==> config.mk <==
export PLATFORM = sky130hd
export DESIGN_NAME = cam_avg_multi
export DESIGN_NICKNAME = d
export VERILOG_FILES = /design/src/rtl/cam_avg_multi.sv
export SDC_FILE = /design/constraint.sdc
export NUM_CORES = 1
export LEC_CHECK = 0
export CAP_MARGIN = 5
export CORE_MARGIN = 2
export CORE_UTILIZATION = 45
export CTS_CLUSTER_DIAMETER = 150
export DETAILED_ROUTE_END_ITERATION = 10
export GPL_TIMING_DRIVEN = 0
export SLEW_MARGIN = 20
export SYNTH_ARGS = -nofsm -noshare
export SYNTH_HDL_FRONTEND = slang
export SYNTH_SLANG_ARGS = --single-unit
==> constraint.sdc <==
create_clock -name VGA_CLK -period 5.3 [get_ports VGA_CLK]
set_input_delay 1.59 -clock VGA_CLK [delete_from_list [all_inputs] [get_ports VGA_CLK]]
set_output_delay 1.59 -clock VGA_CLK [all_outputs]
set_load 0.02 [all_outputs]
==> src/rtl/cam_avg_multi.sv <==
// -----------------------------------------------------------------------------
// cam_avg_multi
//
// Frame-average engine for the camera pixel path. Every valid pixel of each
// channel is summed over a V_SYNC-delimited frame. Every FRAMES_PER_UPD frames
// the completed frame's sums are snapshotted and divided by the pixel count
// with one shared restoring divider (one quotient bit per clock, channels in
// order 0..NUM_CH-1). The averages are published together, and the upd output
// toggles once for each published set.
//
// Optional feature (compile-time macro CAM_AVG_ROUND_EN):
//   defined   : dividend = sum + (count >> 1)  -> round-half-up
//   undefined : dividend = sum                 -> floor
//   Latency is the same in both builds.
//
// Ports:
//   VGA_CLK    in   pixel clock
//   RST_N      in   asynchronous active-low reset
//   V_SYNC     in   active-low vertical sync; its falling edge ends a frame
//   pix_valid  in   pixel qualifier
//   pixel      in   NUM_CH*PIX_W packed samples, channel 0 in the LSBs
//   color      out  NUM_CH*PIX_W packed averages, channel 0 in the LSBs
//   upd        out  toggles once per published average set
//   busy       out  divider running (DIV or DONE)
//   frame_err  out  sticky: a frame reached FRAME_PIX pixels before its end
//   overrun    out  sticky: an update fell due while busy and was dropped
// -----------------------------------------------------------------------------
module cam_avg_multi #(
    parameter int PIX_W          = 8,
    parameter int NUM_CH         = 3,
    parameter int FRAME_PIX      = 307200,
    parameter int FRAMES_PER_UPD = 30,
    parameter int ACC_W          = 32
) (
    input  logic                    VGA_CLK,
    input  logic                    RST_N,
    input  logic                    V_SYNC,
    input  logic                    pix_valid,
    input  logic [NUM_CH*PIX_W-1:0] pixel,
    output logic [NUM_CH*PIX_W-1:0] color,
    output logic                    upd,
    output logic                    busy,
    output logic                    frame_err,
    output logic                    overrun
);

    localparam int CNT_W = $clog2(FRAME_PIX + 1);
    localparam int FC_W  = (FRAMES_PER_UPD > 1) ? $clog2(FRAMES_PER_UPD) : 1;
    localparam int BIT_W = (ACC_W > 1) ? $clog2(ACC_W) : 1;
    localparam int CH_W  = (NUM_CH > 1) ? $clog2(NUM_CH) : 1;

    localparam logic [CNT_W-1:0] FRAME_PIX_C = CNT_W'(FRAME_PIX);
    localparam logic [FC_W-1:0]  FC_LAST     = FC_W'(FRAMES_PER_UPD - 1);
    localparam logic [BIT_W-1:0] BIT_LAST    = BIT_W'(ACC_W - 1);
    localparam logic [CH_W-1:0]  CH_LAST     = CH_W'(NUM_CH - 1);

    typedef enum logic [1:0] {
        S_IDLE = 2'd0,
        S_DIV  = 2'd1,
        S_DONE = 2'd2
    } state_t;

    state_t state_q, state_d;

    // Frame accumulation
    logic                    vs_q;
    logic [ACC_W-1:0]        acc_q   [NUM_CH];
    logic [CNT_W-1:0]        cnt_q;
    logic [FC_W-1:0]         fcnt_q;

    // Divider
    logic [ACC_W-1:0]        snap_q  [NUM_CH];   // dividends of the snapshotted frame
    logic [CNT_W-1:0]        div_cnt_q;          // divisor (pixel count of that frame)
    logic [ACC_W-1:0]        rem_q;
    logic [ACC_W-1:0]        quo_q;              // dividend shifts out, quotient shifts in
    logic [BIT_W-1:0]        bit_q;
    logic [CH_W-1:0]         ch_q;
    logic [ACC_W-1:0]        res_q   [NUM_CH];   // shadow quotients until DONE

    // Outputs
    logic [NUM_CH*PIX_W-1:0] color_q;
    logic                    upd_q;
    logic                    frame_err_q;
    logic                    overrun_q;

    // -------------------------------------------------------------------------
    // Combinational helpers
    // -------------------------------------------------------------------------
    logic                    boundary;
    logic                    upd_due;
    logic                    start_div;
    logic [PIX_W-1:0]        pix_ch  [NUM_CH];
    logic [ACC_W-1:0]        round_add;
    logic [ACC_W-1:0]        div_in  [NUM_CH];
    logic [ACC_W:0]          rem_shift;
    logic [ACC_W-1:0]        div_ext;
    logic                    rem_ge;
    logic [ACC_W-1:0]        rem_sub;
    logic [ACC_W-1:0]        rem_next;
    logic [ACC_W-1:0]        quo_next;
    logic                    last_bit;
    logic                    last_ch;
    logic [CH_W-1:0]         ch_nxt;

    assign boundary  = vs_q & ~V_SYNC;
    assign upd_due   = boundary && (fcnt_q == FC_LAST);
    // A frame without valid pixels has no average; it is silently skipped.
    assign start_div = upd_due && (state_q == S_IDLE) && (cnt_q != '0);
    assign busy      = (state_q != S_IDLE);

`ifdef CAM_AVG_ROUND_EN
    assign round_add = ACC_W'(cnt_q >> 1);
`else
    assign round_add = '0;
`endif

    always_comb begin
        for (int c = 0; c < NUM_CH; c++) begin
            pix_ch[c] = pixel[c*PIX_W +: PIX_W];
            div_in[c] = acc_q[c] + round_add;
        end
    end

    // One restoring-division step. The remainder is always below the divisor,
    // which is below 2^CNT_W, so the shifted remainder never needs the top bit
    // once the subtraction has been taken.
    assign div_ext   = ACC_W'(div_cnt_q);
    assign rem_shift = {rem_q, quo_q[ACC_W-1]};
    assign rem_ge    = (rem_shift >= {1'b0, div_ext});
    assign rem_sub   = rem_shift[ACC_W-1:0] - div_ext;
    assign rem_next  = rem_ge ? rem_sub : rem_shift[ACC_W-1:0];
    assign quo_next  = {quo_q[ACC_W-2:0], rem_ge};
    assign last_bit  = (bit_q == BIT_LAST);
    assign last_ch   = (ch_q == CH_LAST);
    assign ch_nxt    = ch_q + 1'b1;

    function automatic logic [PIX_W-1:0] sat(input logic [ACC_W-1:0] q);
        return (|q[ACC_W-1:PIX_W]) ? {PIX_W{1'b1}} : q[PIX_W-1:0];
    endfunction

    // -------------------------------------------------------------------------
    // FSM
    // -------------------------------------------------------------------------
    always_ff @(posedge VGA_CLK or negedge RST_N) begin
        if (!RST_N) begin
            state_q <= S_IDLE;
        end else begin
            // NOTE: clocked state uses non-blocking assignments so every flop
            // samples pre-edge values regardless of statement order.
            state_q <= state_d;
        end
    end

    always_comb begin
        // NOTE: default assigned first so no path leaves state_d unassigned,
        // which would otherwise infer a latch.
        state_d = state_q;
        case (state_q)
            S_IDLE:  if (start_div) state_d = S_DIV;
            S_DIV:   if (last_bit && last_ch) state_d = S_DONE;
            S_DONE:  state_d = S_IDLE;
            default: state_d = S_IDLE;
        endcase
    end

    // -------------------------------------------------------------------------
    // Datapath
    // -------------------------------------------------------------------------
    always_ff @(posedge VGA_CLK or negedge RST_N) begin
        if (!RST_N) begin
            vs_q        <= 1'b1;
            cnt_q       <= '0;
            fcnt_q      <= '0;
            div_cnt_q   <= '0;
            rem_q       <= '0;
            quo_q       <= '0;
            bit_q       <= '0;
            ch_q        <= '0;
            color_q     <= '0;
            upd_q       <= 1'b0;
            frame_err_q <= 1'b0;
            overrun_q   <= 1'b0;
            // NOTE: these arrays are a handful of flops, not RAM, so they are
            // reset like any other register and a reset aborts a division.
            for (int c = 0; c < NUM_CH; c++) begin
                acc_q[c]  <= '0;
                snap_q[c] <= '0;
                res_q[c]  <= '0;
            end
        end else begin
            vs_q <= V_SYNC;

            // Accumulation runs independently of the divider.
            if (boundary) begin
                for (int c = 0; c < NUM_CH; c++) begin
                    acc_q[c] <= pix_valid ? ACC_W'(pix_ch[c]) : '0;
                end
                cnt_q  <= pix_valid ? CNT_W'(1) : '0;
                fcnt_q <= upd_due ? '0 : fcnt_q + 1'b1;
            end else if (pix_valid) begin
                if (cnt_q != FRAME_PIX_C) begin
                    for (int c = 0; c < NUM_CH; c++) begin
                        acc_q[c] <= acc_q[c] + ACC_W'(pix_ch[c]);
                    end
                    cnt_q <= cnt_q + 1'b1;
                end else begin
                    frame_err_q <= 1'b1;
                end
            end

            if (upd_due && busy) begin
                overrun_q <= 1'b1;
            end

            case (state_q)
                S_IDLE: begin
                    if (start_div) begin
                        for (int c = 0; c < NUM_CH; c++) begin
                            snap_q[c] <= div_in[c];
                        end
                        div_cnt_q <= cnt_q;
                        rem_q     <= '0;
                        quo_q     <= div_in[0];
                        bit_q     <= '0;
                        ch_q      <= '0;
                    end
                end
                S_DIV: begin
                    rem_q <= rem_next;
                    quo_q <= quo_next;
                    bit_q <= bit_q + 1'b1;
                    if (last_bit) begin
                        res_q[ch_q] <= quo_next;
                        rem_q       <= '0;
                        bit_q       <= '0;
                        if (!last_ch) begin
                            ch_q  <= ch_nxt;
                            quo_q <= snap_q[ch_nxt];
                        end
                    end
                end
                S_DONE: begin
                    // All channels change together with the upd toggle.
                    for (int c = 0; c < NUM_CH; c++) begin
                        color_q[c*PIX_W +: PIX_W] <= sat(res_q[c]);
                    end
                    upd_q <= ~upd_q;
                end
                default: ;
            endcase
        end
    end

    assign color     = color_q;
    assign upd       = upd_q;
    assign frame_err = frame_err_q;
    assign overrun   = overrun_q;

endmodule

# --- After elaboration in Yosys (flattened, before gate mapping) ---
# Index checks and enable logic that the tools add are counted.
classes:
  add_sub_neg: 8
  n_lt_le_gt_ge: 4
  eq_ne: 10
  muxes: 38
  n_bitwise: 7
  n_reduce_logical: 22
ops:
  columns: ["operator", "n"]
  rows:
  - ["$mux W32", 9]
  - ["$mux W96", 3]
  - ["$pmux W32 S2", 2]
  - ["$add A32 B8 Y32", 3]
  - ["$bwmux W96", 1]
  - ["$reduce_or A24 Y1", 3]
  - ["$bmux W32 S2", 1]
  - ["$demux W32 S2", 1]
  - ["$mux W19", 3]
  - ["$mux W8", 6]
  - ["$ge A33 B19 Y1", 1]
  - ["$sub A32 B19 Y32", 1]
  - ["$add A19 B1 Y19 const B", 1]
  - ["$ne A19 B19 Y1 const B", 1]
  - ["$reduce_bool A19 Y1", 1]
  - ["$mux W5", 3]
  - ["$add A5 B1 Y5 const B", 2]
  - ["$eq A5 B5 Y1 const B", 2]
  - ["$mux W2", 5]
  - ["$pmux W5 S2", 1]
  - ["$reduce_and A2 Y1", 5]
  - ["$ne A2 B2 Y1 const B", 4]
  - ["$pmux W2 S2", 2]
  - ["$reduce_bool A2 Y1", 4]
  - ["other kinds (13)", 24]
word_totals:
  regBits: 432
  wordCells: 111

# --- Logic depth before layout (Yosys ltp) ---
# Gate-level depths: netlist of run 1.
depth:
  depth_word: 8
  mapped_depth: 13
  mapped_depth_nobuf: 11

# --- Worst setup path after synthesis of run 1 ---
# OpenSTA, ideal clock, no wires.
synth_timing:
  path_kind: "input to register"
  start: "input port pixel[0]"
  end: "register acc_q[90] (netlist name)"
  arrival_ns: 3.768
  t_required_ns: 5.168
  slack_ns: 1.400
  path_stages: 11
  cell_sequence: "ha_1 > inv_1 > fa_1 > nor2b_1 > o21ai_0 > a21boi_0 > o21ai_0 > a2111oi_2 > nand4_1 > xor2_1 > nor2_1"
synth_via:
  elab_chain_len: 4
synth_lines:
  columns: ["element", "line_no", "rtl"]
  rows:
  - ["start: declaration", "39", "input logic [NUM_CH*PIX_W-1:0] pixel,"]
  - ["$add A32 B8 Y32", "203", "acc_q[c] <= acc_q[c] + ACC_W'(pix_ch[c]);"]
  - ["$mux W96", "201", "if (cnt_q != FRAME_PIX_C) begin"]
  - ["$mux W96", "200", "end else if (pix_valid) begin"]
  - ["$mux W96", "194", "if (boundary) begin"]
  - ["end signal: indexed assignment", "196", "acc_q[c] <= pix_valid ? ACC_W'(pix_ch[c]) : '0;"]
  - ["end signal: indexed assignment", "203", null]
  - ["end: declaration", "67", "logic [ACC_W-1:0] acc_q [NUM_CH];"]
# Every way passes these cells. The select of a mux whose other input is x is not followed.
# A chain may end at the register's enable or synchronous reset.

# --- Worst setup path in the final report of run 1 ---
layout_timing:
  start: "input port V_SYNC"
  end: "register snap_q[28] (netlist name)"
layout_via:
  elab_chain_len: 6
layout_lines:
  columns: ["element", "line_no", "rtl"]
  rows:
  - ["start: declaration", "37", "input logic V_SYNC,"]
  - ["$not A1 Y1", "105", "assign boundary = vs_q & ~V_SYNC;"]
  - ["$and A1 B1 Y1", "105", null]
  - ["$logic_and A1 B1 Y1", "106", "assign upd_due = boundary && (fcnt_q == FC_LAST);"]
  - ["$logic_and A1 B1 Y1 (2 in series)", "108", "assign start_div = upd_due && (state_q == S_IDLE) && (cnt_q != '0);"]
  - ["$reduce_and A2 Y1 (no source line)", null, null]
  - ["end signal: indexed assignment", "219", "snap_q[c] <= div_in[c];"]
  - ["end: declaration", "72", "logic [ACC_W-1:0] snap_q [NUM_CH];"]
# Every way passes these cells.

==> impl_metrics.yaml, run 1 <==
pwr:
  peakVddDrop_uv: 248.9
  p_per_area_nw_per_um2: 347.7
  power.leakage_nw: 11.26
timing:
  period_share: 0.9332
  setup_tns_ns: 0
  tightestPinTransition_ns: 0.9525
  setup_violations: 0
  rsz0062_at_grt: "no"
  worst_slack_ns: 0.3542
  hold_viol_final: 0
  skew_ns: 0.02591
  slew_headroom: 0.3650
  maxSlewViolCount: 0
  fin_hold_ws_ns: 0.4698
  fmax_ghz: 0.2022
  fin_crit_ns: 4.946
die:
  die_y_um: 220.5
  std_cell_rows: 79
  die_w_um: 220.5
  core_um2: 46360
  initial_core_util: 0.4548
  dieArea_um2: 48600
  pin_count: 56
global_route:
  use_met2: 0.3863
  busiest_layer: "met2"
  grt_antenna_before_repair: 0
  grt_max_degree: 95
  grt_util_all_layers: 0.2449
  grt_pass1_vias: 16330
  grt_util_met1: 0.3482
  grt_pass1_wl_mm: 91.94
  gr-usage-met3: 0.03326
  grt.overflow.total: 0
place:
  post-dp-hpwl_mm: 41.71
  io_buffer_count: 54
  place_inst: 2839
  globalplace.congestion: 0.8511
  dp_slack_ns: -0.2374
worst_hold_path:
  hold_path_class: "reg2reg"
  hp-start: "overrun"
cts:
  hold_buffers: 0
  cts_tree: "done"
  numCtsBuffers: 49
  cts_setup_buffers: 0
  clk_latency_ns: 0.59
  cts_max_level: 2
  clockRootBuffer: "clkbuf_16"
  cts_sinks: 432
  cts_buffer_depth: 3
  clk_pin_slew_ns: 0.06
  post_cts_resized: 0
status:
  status: "finished, final reports clean"
critical_path:
  crit_fanout: 10
  start_kind: "input pin"
  slowest_stage: "clkbuf_1"
  worstPathCellList: "clkdlybuf4s50_1, nor2b_1, clkbuf_1, and3_1, and3_1, clkbuf_1, o211a_1, clkbuf_1, clkbuf_1, buf_1, nand2_1, nand2_1"
  end_kind: "register"
  cpMostUsedCell: "clkbuf_1"
  crit_type: "in2reg"
  crit_buf_inv: 6
  r2r_start: "vs_q"
  crit_family: "buffers and inverters"
  max_stage_delay_ns: 0.70
  worstPathArrival_ns: 5.46
  startpoint: "V_SYNC"
  cp.required_ns: 5.81
synthesis:
  yosys_warnings: 0
  synthFlopType: "dfrtp_1"
  syn_inst: 2173
  synth_edf_count: 0
  synth-seq-cells: 432
  postSynthAreaPerCell_um2: 9.702
  synthDistinctLibCells: 73
  synth_seq_area_share: 0.5128
  syn_area_um2: 21080
  syn_nets: 2257
  async_flop_share: 1.000
route:
  wl_mm: 57.54
  drt-initial-drc-count: 1279
  routedWlPerCell_um: 19.64
  firstDrtPassIters: 6
  antenna_left: 0
  num_vias: 16430
  via_per_inst: 5.607
  drc: 0
finish:
  n_fill_cell: 4235
  fin_cells: 2930
  antenna_cells: 0
  final_util: 0.5234
  area_growth_pct: 15.08
  nets: 2367
  drive_gt1_frac: 0.08696
flow_run:
  drv_cap: 0
## layout make-up
class                           count  area, um^2  share of cell area
Clock buffer                       72        1434             0.05910
Inverter                           57       214.0            0.008819
Sequential cell                   432       10810              0.4456
Clock inverter                     19       282.8             0.01165
Tap cell                          607       759.5             0.03130
Buffer                            114       444.2             0.01831
Multi-Input combinational cell   1570        9633              0.3970
Timing Repair Buffer               59       683.2             0.02816
## kinds of logic after synthesis
| logic type | share of synthesized area |
|---|---|
| AND/OR/NAND/NOR | 0.1851 |
| flip-flops | 0.5128 |
| AO/OA/AOI/OAI | 0.1154 |
| XOR/XNOR | 0.04445 |
| buffers and inverters | 0.03122 |
| multiplexers | 0.07638 |
| adder cells (fa/ha/maj) | 0.03466 |
## metrics by stage
| stage | power (mW) | instance area [um^2] |
|---|---|---|
| floorplan | 4.446 | 21080 |
| global placement | 4.858 | 22380 |
| detailed placement | 4.898 | 22530 |
| CTS | 8.499 | 24240 |
| global route | 8.813 | 24260 |
| finish | 8.436 | 24260 |
## per-layer routing
layer  vias up  wire length, um
met1      8123            26660
met4         0             1911
li1       7775                -
met3       102             2679
met2       429            26290
met5         -                0
## Yosys cell counts (all sizes together), types with 5 or more instances
cell type / count / area, um^2
a211oi: 38 / 290.3
a21boi: 5 / 37.54
a21o: 11 / 82.58
a21oi: 90 / 450.4
a31oi: 40 / 265.3
a32oi: 11 / 96.34
and2: 6 / 37.54
and3: 16 / 100.1
and4: 11 / 96.34
buf: 14 / 68.81
clkbuf: 100 / 375.4
dfrtp: 431 / 10790
ha: 52 / 650.6
inv: 57 / 214.0
mux2: 95 / 1070
mux2i: 54 / 540.5
nand2: 447 / 1678
nand2b: 8 / 50.05
nand3: 43 / 220.2
nand4: 27 / 168.9
nor2: 191 / 716.9
nor2b: 16 / 100.1
nor3: 33 / 165.2
nor4: 37 / 244.0
nor4b: 7 / 61.31
o211ai: 9 / 67.56
o21a: 8 / 60.06
o21ai: 103 / 515.5
o22a: 24 / 210.2
or2: 6 / 37.54
or3: 14 / 87.58
or4: 5 / 41.29
xnor2: 54 / 473.0
xor2: 53 / 464.2
## final timing paths
kind,end,slack [ns],cells past startpoint
worst min register to register,overrun,0.47,1
min in group asynchronous,res_q[11],0.80,1
worst min-delay path,overrun,0.47,1
max in group asynchronous,vs_q,3.32,3
worst max-delay path,snap_q[28],0.35,12
worst max register to register,snap_q[28],1.26,11
## report_power, final
part	internal, mW	total [mW]	switching (mW)
logic	0.438	1.16	0.727
registers	3.47	3.69	0.224
clock network	2.18	3.58	1.40
## flip-flops by register name (all words and copies together), names as in the netlist, 2 cells and up
register and flops:
acc_q 96, res_q 96, snap_q 96, quo_q 32, rem_q 32, color 24, cnt_q 19, div_cnt_q 19
bit_q 5, fcnt_q 5, ch_q 2, state_q 2
## placed cells by master, fill, tap and decap left out, types with 5 or more instances in the layout
cell,Yosys,final
nand2b_1,8,8
or2_2,5,5
clkbuf_16,0,50
o22a_1,24,24
o211ai_1,9,9
nor4_1,35,35
nor3_1,33,33
nor2b_1,16,16
inv_1,57,57
o21a_1,8,8
dfrtp_1,431,431
a32oi_1,11,11
a21o_1,11,11
mux2i_1,54,54
nand2_1,447,447
ha_1,52,52
or3_1,14,14
a21oi_1,90,90
a31oi_1,39,39
and3_1,16,16
nor4b_1,7,7
nand4_1,27,27
buf_16,0,5
clkbuf_8,0,10
mux2_2,95,95
clkbuf_1,100,112
xor2_1,53,53
and2_1,6,6
a211oi_1,37,37
bufinv_16,0,6
o21ai_0,102,102
xnor2_1,54,54
nor2_1,191,191
nand3_1,42,42
clkinv_2,0,9
buf_1,10,10
clkdlybuf4s50_1,0,53
and4_1,11,11
Note: power is estimated with default switching activity, not from simulation.
==> run 2: changes to the inputs <==
--- a/config.mk
+++ b/config.mk
@@ -7,10 +7,11 @@
 export LEC_CHECK = 0
 export CAP_MARGIN = 5
 export CORE_MARGIN = 2
-export CORE_UTILIZATION = 45
+export CORE_UTILIZATION = 50
 export CTS_CLUSTER_DIAMETER = 150
 export DETAILED_ROUTE_END_ITERATION = 10
 export GPL_TIMING_DRIVEN = 0
+export PLACE_DENSITY = 0.67
 export SLEW_MARGIN = 20
 export SYNTH_ARGS = -nofsm -noshare
 export SYNTH_HDL_FRONTEND = slang
==> impl_metrics.yaml, run 2 (synthesized netlist as in run 1, its figures left out) <==
global_route:
  busiest_layer: "met2"
  grt_pass1_vias: 16590
  grt_antenna_before_repair: 0
  grt_util_met1: 0.3768
  grt_max_degree: 101
  gr-usage-met3: 0.02993
  grt.overflow.total: 0
  use_met2: 0.4206
  grt_pass1_wl_mm: 91.02
  grt_util_all_layers: 0.2612
finish:
  fin_cells: 2853
  final_util: 0.5763
  final_common_cell: "nand2_1"
  reg_top3: "acc_q: 96 flops, res_q: 96 flops, snap_q: 96 flops"
  area_growth_pct: 14.14
  antenna_cells: 0
  nets: 2364
  drive_gt1_frac: 0.08513
  layout_common_cells: "nand2_1, dfrtp_1, nor2_1, clkbuf_1, o21ai_0"
place:
  globalplace.congestion: 0.8661
  io_buffer_count: 54
  place_inst: 2770
  post-dp-hpwl_mm: 40.71
  dp_slack_ns: 0.01018
critical_path:
  ff2ff_setup_slack_ns: 1.47
  end_kind: "register"
  cp.required_ns: 5.80
  crit_type: "in2reg"
  cpMostUsedCell: "a21oi_1"
  max_stage_delay_ns: 0.79
  crit_family: "compound AO/OA/AOI/OAI gates"
  r2r_start: "cnt_q[0]"
  crit_buf_inv: 2
  r2r_end: "acc_q[58]"
  crit_fanout: 10
  worstPathArrival_ns: 5.20
  slowest_stage: "a211oi_2"
  worst-r2r-cell-count: 10
  worstPathCellList: "clkdlybuf4s50_1, nor2b_1, clkbuf_1, nor3_1, a21oi_1, nand4_1, a211oi_2, nand2_1, or2_2, a21oi_1"
  start_kind: "input pin"
flow_run:
  drv_cap: 0
cts:
  clk_latency_ns: 0.58
  hold_buffers: 0
  clockRootBuffer: "clkbuf_16"
  cts_sinks: 432
  numCtsBuffers: 47
  cts_max_level: 2
  post_cts_resized: 0
  cts_buffer_depth: 3
  clk_pin_slew_ns: 0.06
  cts_setup_buffers: 0
  cts_tree: "done"
route:
  drc: 0
  num_vias: 16600
  drt-initial-drc-count: 1392
  wl_mm: 55.98
  firstDrtPassIters: 5
  via_per_inst: 5.818
  antenna_left: 0
  routedWlPerCell_um: 19.62
die:
  std_cell_rows: 75
  dieArea_um2: 43820
  core_um2: 41760
  pin_count: 56
  initial_core_util: 0.5049
  die_w_um: 209.3
  die_y_um: 209.3
timing:
  setup_tns_ns: 0
  fmax_ghz: 0.2127
  setup_violations: 0
  fin_crit_ns: 4.702
  skew_ns: 0.01244
  worst_slack_ns: 0.5982
  maxSlewViolCount: 0
  rsz0062_at_grt: "no"
  tightestPinTransition_ns: 0.9214
  period_share: 0.8871
  hold_viol_final: 0
  slew_headroom: 0.3815
worst_hold_path:
  hold_path_class: "reg2reg"
  hold_depth: 1
  min_delay_worst_endpoint: "overrun"
  hp-start: "overrun"
pwr:
  p_per_area_nw_per_um2: 345.8
  peakVddDrop_uv: 214.5
  power.leakage_nw: 11.21
status:
  status: "finished, final reports clean"
run 2: cell types whose count changed in the layout (fill, tap and decap cells not counted):
cell and change:
inv_8 -1, clkbuf_8 +1, clkbuf_16 -2, clkbuf_1 -4, clkinv_8 +1, buf_16 -1, clkinv_4 +1, clkinv_2 -2
clkinv_16 -1, clkinvlp_4 -1
run 2: metal layers:
metal	up-vias	wire, um
li1	7804	-
met5	-	0
met3	66	2799
met2	484	25960
met4	0	1196
met1	8244	26020
run 2: power breakdown:
group	switching (mW)	internal [mW]
logic	0.740	0.435
clock network	1.34	2.10
registers	0.228	3.47
run 2: worst max path at each step:
stage / from / end / cells after the start
2_1_floorplan: pixel[0] / acc_q[90] / 11
3_3_place_gp: RST_N / overrun / 1
3_5_place_dp: V_SYNC / acc_q[58] / 10
4_1_cts: V_SYNC / acc_q[58] / 10
5_1_grt: V_SYNC / acc_q[58] / 10
6_report: V_SYNC / acc_q[58] / 10
run 2: final cells by class:
class	instances	area (um^2)
fillers	3535	17690
flip-flops and latches	432	10810
multi-input cells	1570	9633
clock buffers	67	1383
well taps	539	674.4
repair buffers	58	655.6
plain buffers	114	444.2
clock inverters	16	249.0
inverters	57	214.0
run 2: per-stage QoR:
stage	total power [mW]	area [um^2]	hold WS, ns
6_report	8.322	24060	0.4553
5_1_grt	8.673	24060	0.4799
4_1_cts	8.348	24050	0.4605
3_5_place_dp	4.909	22420	0.4478
3_3_place_gp	4.870	22300	0.4452
2_1_floorplan	4.446	21080	0.4402
==> run 3: changes to the inputs <==
--- a/config.mk
+++ b/config.mk
@@ -5,13 +5,14 @@
 export SDC_FILE = /design/constraint.sdc
 export NUM_CORES = 1
 export LEC_CHECK = 0
+export ABC_AREA = 1
 export CAP_MARGIN = 5
 export CORE_MARGIN = 2
 export CORE_UTILIZATION = 50
 export CTS_CLUSTER_DIAMETER = 150
 export DETAILED_ROUTE_END_ITERATION = 10
 export GPL_TIMING_DRIVEN = 0
-export PLACE_DENSITY = 0.67
+export PLACE_DENSITY = 0.66
 export SLEW_MARGIN = 20
 export SYNTH_ARGS = -nofsm -noshare
 export SYNTH_HDL_FRONTEND = slang
==> impl_metrics.yaml, run 3 <==
synthesis:
  synth_edf_count: 0
  postSynthAreaPerCell_um2: 7.368
  yosys.area.top_type: "dfrtp_1"
  synth.most_common_cell: "nand2_1"
  yosys_warnings: 0
  yosysTopAreaCellShare: 0.4461
  async_flop_share: 1.000
  synthDistinctLibCells: 50
  syn_inst: 3281
  ys_top_cells_by_area: "dfrtp_1, nand2_1, o21ai_0, inv_1, nand3_1"
  synth_seq_area_share: 0.4472
  synth_commonest_cells: "nand2_1, dfrtp_1, inv_1, o21ai_0, nor2_1"
  synth-seq-cells: 432
  synthFlopType: "dfrtp_1"
  syn_area_um2: 24170
  syn_nets: 3365
route:
  drc: 0
  antenna_left: 0
  firstDrtPassIters: 6
  routedWlPerCell_um: 20.30
  via_per_inst: 5.729
  num_vias: 23140
  wl_mm: 82.00
  drt-initial-drc-count: 2355
cts:
  cts_setup_buffers: 0
  post_cts_resized: 0
  cts_max_level: 2
  hold_buffers: 0
  clk_pin_slew_ns: 0.06
  cts_buffer_depth: 3
  numCtsBuffers: 48
  cts_sinks: 432
  cts_tree: "done"
  clk_latency_ns: 0.60
  clockRootBuffer: "clkbuf_16"
timing:
  hold_viol_final: 0
  period_share: 0.7338
  skew_ns: 0.01781
  maxSlewViolCount: 0
  setup_tns_ns: 0
  fmax_ghz: 0.2571
  slew_headroom: 0.3356
  worst_slack_ns: 1.411
  rsz0062_at_grt: "no"
  setup_violations: 0
  fin_crit_ns: 3.889
  tightestPinTransition_ns: 0.9967
finish:
  nets: 3474
  fin_cells: 4039
  area_growth_pct: 12.49
  final_common_cell: "nand2_1"
  multi_input_area_um2: 11160
  ff_latch_area_um2: 10810
  n_fill_cell: 4612
  layout_common_cells: "nand2_1, dfrtp_1, inv_1, o21ai_0, nor2_1"
  design_area_um2: 27190
  antenna_cells: 0
  reg_top3: "acc_q: 96 flops, res_q: 96 flops, snap_q: 96 flops"
  drive_gt1_frac: 0.05023
place:
  post-dp-hpwl_mm: 63.57
  dp_slack_ns: 0.8481
  placed_area_um2: 25610
  io_buffer_count: 55
  place_inst: 3955
  globalplace.congestion: 0.9971
pwr:
  p_per_area_nw_per_um2: 310.1
  peakVddDrop_uv: 259.2
  power_mw: 8.434
  power.leakage_nw: 13.42
global_route:
  grt.overflow.total: 0
  grt_pass1_vias: 21740
  grt_max_degree: 99
  grt_pass1_wl_mm: 126.3
  grt_util_all_layers: 0.3290
  grt_antenna_before_repair: 1
status:
  status: "finished, final reports clean"
critical_path:
  end_kind: "register"
  crit_type: "in2reg"
  worstPathCellList: "clkdlybuf4s50_1, ha_1, inv_1, fa_1, inv_1, nand2_1, o21ai_0, nand2_1, nand2_1, nand2_1, nand2_1, nand2_1, nand2_1, nand4_1, o21ai_1"
  cpMostUsedCell: "nand2_1"
  slowest_stage: "o21ai_0"
  crit_fanout: 6
  max_stage_delay_ns: 0.64
  crit_family: "simple AND/OR/NAND/NOR gates"
  crit_buf_inv: 3
  start_kind: "input pin"
  cp.required_ns: 5.82
  worstPathArrival_ns: 4.41
  ff2ff_setup_slack_ns: 2.18
die:
  pin_count: 56
  dieArea_um2: 50120
  die_y_um: 223.9
  core_um2: 47750
  die_w_um: 223.9
  initial_core_util: 0.5063
  std_cell_rows: 80
flow_run:
  drv_cap: 0
worst_hold_path:
  hold_path_class: "reg2reg"
-- run 3: cell count changes in the layout (fill, tap and decap cells not counted), sizes merged, moves of 42 or more --
cell	delta
buf	+49
inv	+341
mux2	-93
mux2i	-54
nand2	+534
nand3	+157
nand4	+92
o21ai	+354
xnor2	-42
-- run 3: worst register-to-register path: stages, from the launching register on --
cell and delay (ns):
dfrtp_1 0.39, clkbuf_1 0.23, inv_1 0.20, buf_1 0.47
ha_1 0.37, inv_1 0.16, clkbuf_1 0.31, o21ai_0 0.21
o21ai_0 0.39, nand3_1 0.23, nand2_1 0.10
-- run 3: per-layer routing --
layer | up-vias | part of all wire | track usage | wire, um
met5 | - | 0.00017 | 0 | 14
met4 | 2 | 0.043 | 0.1318 | 3493
met3 | 165 | 0.070 | 0.05010 | 5705
met2 | 924 | 0.45 | 0.5183 | 36760
met1 | 11070 | 0.44 | 0.4570 | 36020
li1 | 10980 | - | - | -
-- run 3: report_power, final --
part	switching (mW)	internal (mW)	total, mW
registers	0.132	3.44	3.57
clock network	1.42	1.98	3.40
logic	1.04	0.417	1.46
-- run 3: layout make-up --
| cell class | count | share of cell area |
|---|---|---|
| multi-input combinational | 2323 | 0.4105 |
| buffer | 130 | 0.02623 |
| clock buffer | 68 | 0.05139 |
| clock inverter | 16 | 0.006856 |
| inverter | 396 | 0.05466 |
| tap | 615 | 0.02830 |
| sequential | 432 | 0.3976 |
| timing repair buffer | 59 | 0.02448 |
-- run 3: logic make-up (layout without fill, tap and decap cells) --
group                    after synthesis  after routing  synth area share
flip-flops                           432            432            0.4472
AND/OR/NAND/NOR                     1638           1638            0.2920
buffers and inverters                526            669           0.09099
adder cells (fa/ha/maj)               56             56           0.03023
AO/OA/AOI/OAI                        603            603            0.1299
multiplexers                           2              2         0.0009316
XOR/XNOR                              24             24          0.008695
-- run 3: stage by stage --
step | hold slack [ns] | util
CTS | 0.4751 | 0.5695
global placement | 0.4487 | 0.5340
global route | 0.4775 | 0.5695
finish | 0.4712 | 0.5695
floorplan | 0.4335 | -
detailed placement | 0.4618 | 0.5364
-- run 3: final timing paths --
path | cells after the start | to | start
max in group asynchronous | 4 | fcnt_q[1] | RST_N
worst min-delay path | 1 | overrun | overrun
worst max-delay path | 15 | acc_q[30] | pixel[16]
worst min register to register | 1 | overrun | overrun
min in group asynchronous | 1 | res_q[91] | RST_N
worst max register to register | 10 | quo_q[31] | ch_q[0]
